==> config.mk <==
export PLATFORM = sky130hd
export DESIGN_NAME = uart_rx_os
export DESIGN_NICKNAME = d
export VERILOG_FILES = /design/src/rtl/uart_pkg.sv /design/src/rtl/uart_baud_tick.sv /design/src/rtl/uart_rx_os.sv
export SDC_FILE = /design/constraint.sdc
export NUM_CORES = 1
export LEC_CHECK = 0
export ABC_AREA = 1
export BUFFER_PORTS_ARGS = -buffer_cell sky130_fd_sc_hd__clkbuf_2
export CAP_MARGIN = 15
export CORE_MARGIN = 2
export CORE_UTILIZATION = 40
export CTS_BUF_LIST = sky130_fd_sc_hd__clkbuf_4
export CTS_CLUSTER_DIAMETER = 50
export DETAILED_ROUTE_END_ITERATION = 8
export HOLD_SLACK_MARGIN = 0.12
export SYNTH_ARGS = -nofsm -noshare
export SYNTH_HDL_FRONTEND = slang
export SYNTH_SLANG_ARGS = --single-unit
export TNS_END_PERCENT = 5
==> constraint.sdc <==
create_clock -name clock_i -period 2.1 [get_ports clock_i]
set_clock_uncertainty 0.1 [all_clocks]
set_input_delay 0.525 -clock clock_i [delete_from_list [all_inputs] [get_ports clock_i]]
set_output_delay 0.525 -clock clock_i [all_outputs]
set_load 0.03 [all_outputs]
==> src/rtl/uart_pkg.sv <==
// uart_pkg: shared receiver/transmitter types and helpers.
package uart_pkg;

    typedef enum logic [2:0] {
        S_IDLE,
        S_START,
        S_DATA,
        S_NINE,
        S_PARITY,
        S_STOP,
        S_WAIT_IDLE
    } rx_state_e;

    typedef struct packed {
        logic [1:0] char_size;
        logic       nine_en;
        logic       pmode;
        logic       stopbits;
    } rx_cfg_t;

    localparam logic PMODE_EVEN = 1'b1;
    localparam logic PMODE_ODD  = 1'b0;

    function automatic logic [3:0] data_bits(input logic [1:0] char_size);
        return 4'd5 + {2'b00, char_size};
    endfunction

    // Only the active data bits contribute; unused MSBs are masked off.
    function automatic logic parity_bit(input logic [7:0] data, input logic [1:0] char_size,
                                        input logic pmode);
        logic [7:0] m;
        m = data & (8'hFF >> (2'd3 - char_size));
        return (pmode == PMODE_EVEN) ? ^m : ~^m;
    endfunction

endpackage

==> src/rtl/uart_baud_tick.sv <==
// uart_baud_tick: sample-tick divider; restart_i realigns the phase to an external event.
module uart_baud_tick #(
    parameter int DIV_W = 16
) (
    input  logic             clock_i,
    input  logic             reset_ni,
    input  logic             en_i,
    input  logic             restart_i,
    input  logic [DIV_W-1:0] div_i,
    output logic             tick_o
);

    logic [DIV_W-1:0] cnt_q;

    always_ff @(posedge clock_i or negedge reset_ni) begin
        if (!reset_ni)
            cnt_q <= '0;
        else if (!en_i || restart_i || cnt_q == '0)
            cnt_q <= div_i;
        else
            cnt_q <= cnt_q - 1'b1;
    end

    assign tick_o = en_i && !restart_i && cnt_q == '0;

endmodule

==> src/rtl/uart_rx_os.sv <==
// uart_rx_os: oversampling UART receiver with mid-bit sampling, start validation
// and a one-entry valid/ready holding register.
module uart_rx_os
    import uart_pkg::*;
#(
    parameter int OVERSAMPLE = 16,
    parameter int DIV_W      = 16
) (
    input  logic             clock_i,
    input  logic             reset_ni,
    input  logic [DIV_W-1:0] baud_div_i,
    input  logic             rx_en_i,
    input  logic [1:0]       char_size_i,
    input  logic             nine_en_i,
    input  logic             pmode_i,
    input  logic             stopbits_i,
    input  logic             rxd_i,
    output logic [7:0]       rx_data_o,
    output logic             rx_nine_o,
    output logic             perr_o,
    output logic             ferr_o,
    output logic             rx_valid_o,
    input  logic             rx_ready_i,
    output logic             dorerr_o,
    output logic             busy_o
);

    localparam int              SC_W    = $clog2(OVERSAMPLE);
    localparam logic [SC_W-1:0] SC_MID  = SC_W'(OVERSAMPLE / 2 - 1);
    localparam logic [SC_W-1:0] SC_LAST = SC_W'(OVERSAMPLE - 1);

    logic [1:0]      sync_q;
    logic            prev_q;
    rx_state_e       state_q;
    logic [SC_W-1:0] sc_q;
    logic [2:0]      bitcnt_q;
    logic [7:0]      shift_q;
    logic            nine_q;
    logic            perr_n_q;
    logic            ferr_n_q;
    rx_cfg_t         cfg_q;
    logic [7:0]      rx_data_q;
    logic            rx_nine_q;
    logic            perr_q;
    logic            ferr_q;
    logic            rx_valid_q;
    logic            dorerr_q;

    logic rxs;
    logic start;
    logic tick;
    logic last_data;
    logic ferr_fin;

    assign rxs       = sync_q[1];
    assign start     = rx_en_i && state_q == S_IDLE && prev_q && !rxs;
    assign last_data = bitcnt_q == 3'(data_bits(cfg_q.char_size) - 4'd1);
    assign ferr_fin  = ferr_n_q || !rxs;

    uart_baud_tick #(.DIV_W(DIV_W)) u_tick (
        .clock_i  (clock_i),
        .reset_ni (reset_ni),
        .en_i     (rx_en_i),
        .restart_i(start),
        .div_i    (baud_div_i),
        .tick_o   (tick)
    );

    always_ff @(posedge clock_i or negedge reset_ni) begin
        if (!reset_ni) begin
            sync_q     <= 2'b11;
            prev_q     <= 1'b1;
            state_q    <= S_IDLE;
            sc_q       <= '0;
            bitcnt_q   <= '0;
            shift_q    <= '0;
            nine_q     <= 1'b0;
            perr_n_q   <= 1'b0;
            ferr_n_q   <= 1'b0;
            cfg_q      <= '0;
            rx_data_q  <= '0;
            rx_nine_q  <= 1'b0;
            perr_q     <= 1'b0;
            ferr_q     <= 1'b0;
            rx_valid_q <= 1'b0;
            dorerr_q   <= 1'b0;
        end else begin
            sync_q <= {sync_q[0], rxd_i};
            prev_q <= rxs;
            if (rx_valid_q && rx_ready_i)
                rx_valid_q <= 1'b0;
            if (!rx_en_i) begin
                state_q  <= S_IDLE;
                dorerr_q <= 1'b0;
            end else if (start) begin
                state_q  <= S_START;
                sc_q     <= '0;
                bitcnt_q <= '0;
                shift_q  <= '0;
                nine_q   <= 1'b0;
                perr_n_q <= 1'b0;
                ferr_n_q <= 1'b0;
                cfg_q    <= '{char_size_i, nine_en_i, pmode_i, stopbits_i};
            end else if (state_q == S_WAIT_IDLE) begin
                if (rxs)
                    state_q <= S_IDLE;
            end else if (tick && state_q != S_IDLE) begin
                sc_q <= (sc_q == SC_LAST) ? '0 : sc_q + 1'b1;
                if (sc_q == SC_MID) begin
                    case (state_q)
                        S_START: state_q <= rxs ? S_IDLE : S_DATA;
                        S_DATA: begin
                            shift_q[bitcnt_q] <= rxs;
                            bitcnt_q          <= last_data ? '0 : bitcnt_q + 1'b1;
                            if (last_data)
                                state_q <= cfg_q.nine_en ? S_NINE : S_PARITY;
                        end
                        S_NINE: begin
                            nine_q  <= rxs;
                            state_q <= S_PARITY;
                        end
                        S_PARITY: begin
                            perr_n_q <= rxs != parity_bit(shift_q, cfg_q.char_size, cfg_q.pmode);
                            state_q  <= S_STOP;
                        end
                        S_STOP: begin
                            ferr_n_q <= ferr_fin;
                            bitcnt_q <= 3'd1;
                            // Last stop bit: commit unless the holder is full and not draining now.
                            if (bitcnt_q[0] == cfg_q.stopbits) begin
                                if (!rx_valid_q || rx_ready_i) begin
                                    rx_data_q  <= shift_q;
                                    rx_nine_q  <= nine_q;
                                    perr_q     <= perr_n_q;
                                    ferr_q     <= ferr_fin;
                                    rx_valid_q <= 1'b1;
                                end else begin
                                    dorerr_q <= 1'b1;
                                end
                                state_q <= ferr_fin ? S_WAIT_IDLE : S_IDLE;
                            end
                        end
                        default: ;
                    endcase
                end
            end
        end
    end

    assign rx_data_o  = rx_data_q;
    assign rx_nine_o  = rx_nine_q;
    assign perr_o     = perr_q;
    assign ferr_o     = ferr_q;
    assign rx_valid_o = rx_valid_q;
    assign dorerr_o   = dorerr_q;
    assign busy_o     = state_q != S_IDLE;

endmodule

==> impl_metrics.toml <==
[sta]
max-slew-margin-rel_pct = 61.9
layout_setup_ws_ps = 68.6
slew_violations = 0
hold_viol = 0
post-route-period-util_pct = 96.7
max_freq_ghz = 0.492
finalSetupViolCount = 0
min_period_ps = 2030
tightest_slew_ps = 571

[critical_path]
cp_data_required_time_ps = 2330
critPathCaptureType = "register"
start_kind = "register"
critPathMaxFanout = 6
worst-setup-path-type = "register to register"
cp_data_arrival_time_ps = 2260

[clocking]
clkLatencyLatePin_ps = 400
numCtsBuffers = 9
clock-sinks = 58
cts_htree_levels = 3
cts_root_buffer = "clkbuf_4"
cts_tree = "built"
path_clk_slew_ps = 110
cts_buffer_depth = 2

[synth]
ys_seq_area_share_pct = 43.1
synthAdderAreaFrac_pct = 1.11
synth_xor_area_share_pct = 4.67
synth_edf_count = 0
synthFlopType = "dfrtp_1"
synthArstFlopShare_pct = 100
muxShareOfSynthArea_pct = 0
synth_top_cell_by_area = "dfrtp_1"
synth_top_family_by_area = "simple AND/OR/NAND/NOR gates"
synth_seq_cells = 58
synth_compound_area_share_pct = 10.7
syn-num-nets = 463
synthCells = 434
avgSynthCellArea_um2 = 7.78
yosysUniqueCellTypes = 33
ys_warn_count = 0
synth.top_cell.area_share_pct = 40.7
yosys.area_share.simple_pct = 32.4
synth_area_um2 = 3380
ys_top_cells_by_area = "dfrtp_1 (41%), nand2_1 (13%), nand3_1 (4.9%)"

[power]
power.density_nw_per_um2 = 594
p_total_mw = 2.37
ir_worst_vdd_mv = 0.184
p_leak_nw = 1.98

[drt]
final_antenna_net_count = 0
wirelength_um = 7630
drt_iter0_markers = 286
vias_per_cell = 4.89
vias = 2961
drc = 0
wl_per_cell_um = 12.6
firstDrtPassIters = 5

[global_route]
gr-total-overflow = 0
grt_pass1_wl_um = 12400
track_usage_pct = 17.3
antenna_found_initial = 0
grt_max_degree = 42
grt_pass1_vias = 2679

[placed_design]
preCtsSetupSlack_ps = 50.8
dpl.hpwl_um = 5460
place_congestion = 0.846
portBuffers = 39

[floorplan]
coreArea_um2 = 8220
die_w_um = 95.9
io_pins = 40
initial_core_util_pct = 41.1
rows = 33
fp.dieH_um = 95.9
dieArea_um2 = 9200

[cells_and_area]
fin_nets = 524
diodes = 0
area_delta_synth_final_pct = 18.3
drive_above_1_share_pct = 24.8
filler_cell_count = 841

[min_path]
hold_path.class = "primary input to register"

[outcome]
status = "finished clean"

[job]
max-cap-violations = 0
[metrics by stage]
step	util (%)	cell area [um^2]	cells	hold WS (ps)	setup TNS, ps
floorplan	-	3380	434	129	0
detailed placement	45.5	3740	579	247	0
CTS	47.3	3890	599	194	0
global route	48.6	4000	605	227	-200
global placement	45.5	3740	579	248	0
finish	48.6	4000	605	208	0
[registers in the layout, summed over array words and instances, names as in the netlist, 2 cells and up, named ones only]
| name | count |
|---|---|
| u_tick.cnt_q | 16 |
| rx_data_o | 8 |
| shift_q | 8 |
| cfg_q | 5 |
| sc_q | 4 |
| bitcnt_q | 3 |
| state_q | 3 |
| sync_q | 2 |
[kinds of logic (layout without fill, tap and decap cells)]
logic type | count (synthesis) | count (layout)
xor+xnor | 18 | 18
compound gates | 61 | 61
simple gates | 231 | 234
buf+inv | 63 | 126
flops | 58 | 58
fa+ha+maj | 3 | 3
[layout by cell type, fill, tap and decap left out, types with 2 or more instances in the layout]
cell type and instances:
nand2_1 116, dfrtp_1 53, inv_1 42, clkbuf_2 38
nor2_1 35, nand3_1 33, o21ai_0 23, nand4_1 19
buf_4 17, o21ai_1 14, o21ai_2 12, xor2_1 11
clkbuf_4 11, nor2_4 8, a21oi_1 8, inv_2 7
xnor2_1 7, nand2_2 5, nor3_1 4, nand3_4 3
clkinv_2 3, dfstp_2 3, nor2_2 2, nand4_2 2
a31oi_1 2, clkinv_1 2, ha_1 2, clkinvlp_4 2
dlygate4sd3_1 2, buf_12 2, dfrtp_2 2
[repair_timing]
item,CTS,global route
hold buffers,2,0
hold endpoints to repair,15,0
resized for setup,3,10
cloned,0,3
endpoints found under the setup margin,1,29
buffers inserted,2,3
pin swaps,0,3
[worst max-delay path, stage by stage (launching register included)]
cell	delay, ps
dfrtp_1	400
ha_1	210
nand3_1	240
nor3b_4	580
nand3_2	260
o21ai_2	170
[per-layer routing]
layer | wire length [um] | vias up | track usage, %
met5 | 0 | - | 0
met2 | 3450 | 64 | 26.5
met1 | 3700 | 1347 | 24.5
met3 | 378 | 10 | 2.82
met4 | 104 | 0 | 6.67
li1 | - | 1540 | -
[cell usage after synthesis (2+ instances only)]
master / count
a21oi_1: 8
a31oi_1: 2
buf_2: 2
buf_6: 4
clkbuf_1: 6
dfrtp_1: 55
dfstp_2: 3
ha_1: 3
inv_1: 43
inv_2: 6
nand2_1: 118
nand2_2: 5
nand3_1: 33
nand4_1: 19
nand4_2: 2
nor2_1: 36
nor2_4: 8
nor3_1: 4
o21ai_0: 23
o21ai_1: 14
o21ai_2: 12
xnor2_1: 7
xor2_1: 11
[report_power, final]
part	internal (mW)	leakage (nW)	total, mW	switching [mW]
registers	1.20	0.728	1.28	0.0728
logic	0.160	1.20	0.421	0.260
clock network	0.246	0.0596	0.675	0.429
[path summary, 6_finish.rpt]
check	from	to	slack, ps	depth (start not counted)
worst max-delay path	sc_q[1]	rx_data_o[6]	70	5
worst max register to register	sc_q[1]	rx_data_o[6]	70	5
worst min register to register	sync_q[0]	sync_q[1]	260	0
worst min-delay path	baud_div_i[3]	u_tick.cnt_q[3]	210	3
min in group asynchronous	reset_ni	u_tick.cnt_q[3]	510	2
max in group asynchronous	reset_ni	bitcnt_q[2]	790	3
[cell type report]
type                            count  area (um^2)  share of cell area, %
Inverter                           50          188                   4.70
Tap cell                          105          131                   3.29
Multi-Input combinational cell    316         1720                   43.2
Clock inverter                      6         33.8                  0.846
Timing Repair Buffer               60          385                   9.65
Sequential cell                    58         1460                   36.5
Clock buffer                       10         75.1                   1.88
(Power assumes the default switching activity.)
